$ cat src/rtl/tdm_demux8_if.sv
// tdm_demux8_if: slot-strobed serial input and parallel frame output of the demultiplexer.
//   master : link side; drives en/din/frame and observes the recovered outputs
//   slave  : demultiplexer side
//   en          slot strobe
//   din         serial data bit for the current slot
//   frame       slot-0 marker
//   ch          last completed frame, ch[k] = slot k
//   frame_valid one-cycle pulse when ch is updated
//   locked      high while frame alignment is locked
//   sync_err    one-cycle pulse on a framing mismatch
//   slot        index of the next expected slot (0 while hunting)
interface tdm_demux8_if;
  localparam int unsigned NCH    = 8;
  localparam int unsigned SLOT_W = 3;

  logic              en;
  logic              din;
  logic              frame;
  logic [NCH-1:0]    ch;
  logic              frame_valid;
  logic              locked;
  logic              sync_err;
  logic [SLOT_W-1:0] slot;

  modport master (
    output en, din, frame,
    input  ch, frame_valid, locked, sync_err, slot
  );

  modport slave (
    input  en, din, frame,
    output ch, frame_valid, locked, sync_err, slot
  );
endinterface

$ cat src/rtl/tdm_demux8.sv
// tdm_demux8: recovers 8-slot frame alignment on a 1-bit serial stream and presents
// each frame completed while locked as a registered 8-bit word with a valid strobe.
//   clk  rising-edge clock
//   rst  asynchronous active-high reset
//   bus  tdm_demux8_if.slave (en/din/frame in; ch/frame_valid/locked/sync_err/slot out)
//   LOCK_FRAMES  verified boundaries after the initial marker needed to lock (1..15)
module tdm_demux8 #(
  parameter int unsigned LOCK_FRAMES = 2
) (
  input  logic         clk,
  input  logic         rst,
  tdm_demux8_if.slave  bus
);
  localparam int unsigned NCH    = 8;
  localparam int unsigned SLOT_W = 3;
  localparam int unsigned CNT_W  = 4;
  localparam logic [CNT_W-1:0] LOCK_N = CNT_W'(LOCK_FRAMES);

  typedef enum logic [1:0] {
    HUNT   = 2'd0,
    SYNC   = 2'd1,
    LOCKED = 2'd2
  } state_t;

  state_t              state;
  logic [NCH-1:0]      shadow;
  logic [SLOT_W-1:0]   slot_q;
  logic [CNT_W-1:0]    good_cnt;
  logic [CNT_W-1:0]    good_next;
  logic [NCH-1:0]      ch_q;
  logic                frame_valid_q;
  logic                locked_q;
  logic                sync_err_q;

  assign good_next = good_cnt + CNT_W'(1);

  // Framing state machine; all outputs are registered alongside the state.
  always_ff @(posedge clk or posedge rst) begin
    if (rst) begin
      state         <= HUNT;
      shadow        <= '0;
      slot_q        <= '0;
      good_cnt      <= '0;
      ch_q          <= '0;
      frame_valid_q <= 1'b0;
      locked_q      <= 1'b0;
      sync_err_q    <= 1'b0;
    end else begin
      // Pulses last exactly one cycle, including across en=0 gaps.
      frame_valid_q <= 1'b0;
      sync_err_q    <= 1'b0;
      if (bus.en) begin
        case (state)
          HUNT: begin
            if (bus.frame) begin
              shadow[0] <= bus.din;
              slot_q    <= SLOT_W'(1);
              good_cnt  <= '0;
              state     <= SYNC;
            end
          end
          default: begin
            if (bus.frame && (slot_q != '0)) begin
              // Early marker: restart alignment on this bit as slot 0.
              sync_err_q <= 1'b1;
              shadow[0]  <= bus.din;
              slot_q     <= SLOT_W'(1);
              good_cnt   <= '0;
              locked_q   <= 1'b0;
              state      <= SYNC;
            end else if (!bus.frame && (slot_q == '0)) begin
              // Missing marker: alignment is lost, go back to hunting.
              sync_err_q <= 1'b1;
              slot_q     <= '0;
              good_cnt   <= '0;
              locked_q   <= 1'b0;
              state      <= HUNT;
            end else begin
              shadow[slot_q] <= bus.din;
              slot_q         <= slot_q + SLOT_W'(1);
              if ((state == SYNC) && (slot_q == '0)) begin
                good_cnt <= good_next;
                if (good_next == LOCK_N) begin
                  state    <= LOCKED;
                  locked_q <= 1'b1;
                end
              end
              // Slot 7 bit bypasses the shadow so the word is out the next cycle.
              if ((state == LOCKED) && (slot_q == SLOT_W'(NCH - 1))) begin
                ch_q          <= {bus.din, shadow[NCH-2:0]};
                frame_valid_q <= 1'b1;
              end
            end
          end
        endcase
      end
    end
  end

  assign bus.ch          = ch_q;
  assign bus.frame_valid = frame_valid_q;
  assign bus.locked      = locked_q;
  assign bus.sync_err    = sync_err_q;
  assign bus.slot        = slot_q;
endmodule

$ cat src/flat_wrapper.sv
// flat-port wrapper written by rule: the top's interface ports become plain ports
module tdm_demux8_flat 
#(
  parameter int unsigned LOCK_FRAMES = 2
)
  (clk, rst, bus_en, bus_din, bus_frame, bus_ch, bus_frame_valid, bus_locked, bus_sync_err, bus_slot);
  tdm_demux8_if bus_i ();
  input  logic clk;
  input  logic rst;
  input wire logic [$bits(bus_i.en)-1:0] bus_en;
  input wire logic [$bits(bus_i.din)-1:0] bus_din;
  input wire logic [$bits(bus_i.frame)-1:0] bus_frame;
  output wire logic [$bits(bus_i.ch)-1:0] bus_ch;
  output wire logic [$bits(bus_i.frame_valid)-1:0] bus_frame_valid;
  output wire logic [$bits(bus_i.locked)-1:0] bus_locked;
  output wire logic [$bits(bus_i.sync_err)-1:0] bus_sync_err;
  output wire logic [$bits(bus_i.slot)-1:0] bus_slot;
  assign bus_i.en = bus_en;
  assign bus_i.din = bus_din;
  assign bus_i.frame = bus_frame;
  assign bus_ch = bus_i.ch;
  assign bus_frame_valid = bus_i.frame_valid;
  assign bus_locked = bus_i.locked;
  assign bus_sync_err = bus_i.sync_err;
  assign bus_slot = bus_i.slot;
  tdm_demux8 #(.LOCK_FRAMES(LOCK_FRAMES)) u_core (.clk(clk), .rst(rst), .bus(bus_i));
endmodule
$ cat config.mk
export PLATFORM = sky130hd
export DESIGN_NAME = tdm_demux8_flat
export DESIGN_NICKNAME = d
export VERILOG_FILES = /design/src/rtl/tdm_demux8_if.sv /design/src/rtl/tdm_demux8.sv /design/src/flat_wrapper.sv
export SDC_FILE = /design/constraint.sdc
export NUM_CORES = 1
export LEC_CHECK = 0
export ABC_AREA = 1
export CORE_ASPECT_RATIO = 0.9
export CORE_UTILIZATION = 50
export DETAILED_ROUTE_END_ITERATION = 7
export MAX_ROUTING_LAYER = met4
export PLACE_DENSITY = 0.84
export SETUP_SLACK_MARGIN = 0.05
export SLEW_MARGIN = 30
export SYNTH_ARGS = -nofsm -noshare
export SYNTH_HDL_FRONTEND = slang
export SYNTH_SLANG_ARGS = --single-unit
$ cat constraint.sdc
create_clock -name clk -period 2.3 [get_ports clk]
set_input_delay 0.46 -clock clk [delete_from_list [all_inputs] [get_ports clk]]
set_output_delay 0.46 -clock clk [all_outputs]
set_load 0.02 [all_outputs]
==> flow_summary.toml <==
[outcome]
status = "finished with violations"
violations = "DRC"

[synth]
yosys.cell_types.count = 23
ys_warn_count = 0
syn_nets = 169
netlist_area_um2 = 1390
ys_top_cells_by_area = "dfrtp_1 49%, nand2_1 10%, ha_1 6.3%, inv_1 5.4%, o21ai_2 5.0%"
ys_seq_elements = 27
synth_top_area_share_pct = 48.7
synth_top_area_cell = "dfrtp_1"
postSynthAreaPerCell_um2 = 8.84
yosysSeqAreaShare_pct = 48.7
synth_cells = 157

[detailed_routing]
vias = 1080
firstDrtPassIters = 8
drt_iter0_markers = 25
wl_um = 2470
routed_via_density = 5.12
drcViolationCount = 2
routedWlPerCell_um = 11.7
ant_nets = 0

[global_route]
grt_pass1_vias = 921
busiest_layer = "met1"
grt_max_degree = 28
use_met2_pct = 26.2
gr-total-overflow = 0
grt_use_met3_pct = 5.47
use_met1_pct = 26.7
grt_usage_pct = 18.5
antenna_found_initial = 0
grt_pass1_wl_um = 4110

[setup_path]
cp_data_arrival_time_ps = 2350
end_kind = "register"
r2r_cells = 10
startpoint_type = "register"
critPathMaxFanout = 6
required_ps = 2570
worst-setup-path-type = "register to register"

[die]
num_rows = 17
fp.dieW_um = 57.5
die_h_um = 52.0
pin_count = 19
dieArea_um2 = 2990
core_area_um2 = 2530
start_util_pct = 54.8

[pwr]
power.density_nw_per_um2 = 976
ir_drop_uv = 685
leakagePower_nw = 0.807

[job]
maxCapViolations = 0

[sta]
skew_ps = 4.00
slew_headroom_pct = 77.9
hold_viol_final = 0
worst_pin_slew_ps = 331
min_period_over_period_pct = 90.5
grt_setup_unrepaired = "no"
setup_viol = 0
holdWs_ps = 462
setup_tns_ps = 0
finalCriticalPeriod_ps = 2080
max_freq_mhz = 481
final_max_slew_viol_count = 0

[placed_design]
gp_congestion = 0.988
hpwl_um = 1880
io_buffers = 18

[final_layout]
layout.nets = 196
diodes = 0
area_growth_pct = 20.6
drive_above_1_share_pct = 16.4

[clock_tree]
worst_skew_pair.late_latency_ps = 330
cts_root_buf = "clkbuf_4"
clkTransAtPathRegs_ps = 140
cts_tree = "done"
clock-sinks = 27
numCtsBuffers = 3
cts_buffer_depth = 2
ctsHoldBuffers = 0
cts_max_level = 1

[hold_path]
hp-class = "input port to async pin"
[cell usage in the layout (no fill, tap or decap)]
cell type / n
a21oi_1: 1
a21oi_2: 1
and2_1: 1
buf_12: 1
buf_4: 4
clkbuf_4: 3
clkdlybuf4s50_1: 18
clkinv_1: 1
clkinvlp_4: 1
dfrtp_1: 26
dfrtp_2: 1
ha_1: 7
inv_1: 20
inv_2: 5
mux2i_1: 1
nand2_1: 37
nand2_2: 2
nand2_4: 2
nand3_1: 9
nand4_1: 5
nand4_4: 1
nor2_1: 14
nor2_8: 1
o21ai_0: 1
o21ai_1: 8
o21ai_2: 8
o21bai_1: 1
o22ai_1: 3
[registers in the layout, indices dropped and copies added, names as in the netlist]
register                flops
u_core.bus.frame_valid      1
u_core.bus.sync_err         1
u_core.state                2
u_core.bus.ch               8
u_core.bus.slot             3
u_core.good_cnt             4
u_core.shadow               7
u_core.bus.locked           1
[routing by layer]
metal	routed length, um	part of all wire, %
met1	1150	46
met2	1240	50
met3	87	3.5
met4	0	0
met5	0	0
[cell type report]
type	count	area, um2
Tap cell	28	35.0
Multi-Input combinational cell	103	603
Timing Repair Buffer	23	230
Clock buffer	3	22.5
Sequential cell	27	677
Fill cell	200	858
Clock inverter	1	7.51
Inverter	26	97.6
[power by group]
| part | switching (W) | total [W] | leakage (nW) | internal (W) |
|---|---|---|---|---|
| clock network | 0.000144 | 0.000210 | 0.0139 | 0.0000668 |
| logic | 0.000466 | 0.000746 | 0.432 | 0.000280 |
| registers | 0.0000952 | 0.000676 | 0.361 | 0.000581 |
[synthesized netlist by cell type, drive strengths merged]
library cell	n
a21oi	2
and2	1
buf	1
clkinv	1
dfrtp	27
ha	7
inv	25
mux2i	1
nand2	41
nand3	9
nand4	6
nor2	15
o21ai	17
o21bai	1
o22ai	3
[worst paths after layout]
| check | startpoint | slack (ps) | endpoint |
|---|---|---|---|
| max in group asynchronous | rst | 1570 | u_core.bus.slot[1]$_DFFE_PP0P_ |
| min in group clk | u_core.bus.ch[1]$_DFFE_PP0P_ | 500 | u_core.bus.ch[1]$_DFFE_PP0P_ |
| worst min register to register | u_core.bus.ch[1]$_DFFE_PP0P_ | 500 | u_core.bus.ch[1]$_DFFE_PP0P_ |
| worst max-delay path | u_core.bus.slot[0]$_DFFE_PP0P_ | 220 | u_core.good_cnt[1]$_DFFE_PP0P_ |
| worst max register to register | u_core.bus.slot[0]$_DFFE_PP0P_ | 220 | u_core.good_cnt[1]$_DFFE_PP0P_ |
| worst min-delay path | rst | 460 | u_core.good_cnt[3]$_DFFE_PP0P_ |
[logic make-up after synthesis]
logic type | share of synthesized area [%]
AOI/OAI and AO/OA | 11.2
buffers and inverters | 7.84
adders and majority gates | 6.31
and+or+nand+nor | 25.2
muxes | 0.721
DFF | 48.7
[through the flow]
stage	power (W)	instance area, um2	worst slack [ps]	utilization (%)	cells
3_5_place_dp	0.00141	1610	43.2	63.8	205
3_3_place_gp	0.00138	1610	107	63.8	205
2_1_floorplan	0.00119	1390	180	-	157
6_report	0.00163	1670	220	66.1	211
4_1_cts	0.00162	1640	168	65.0	209
5_1_grt	0.00176	1670	78.2	66.1	211
[critical path, cell delays in order, from the launching register on]
cell and delay, ps:
dfrtp_1 420, inv_1 180, ha_1 170, inv_1 30
nor2_1 190, ha_1 190, clkinv_1 160, nor2_1 270
a21oi_2 90, buf_4 160, o22ai_1 140
[timing repair]
action | CTS | global route
buffers inserted | 0 | 2
setup endpoints to repair | 0 | 9
resized for setup | 0 | 1
No activity file was read; power rests on OpenSTA's default activity.
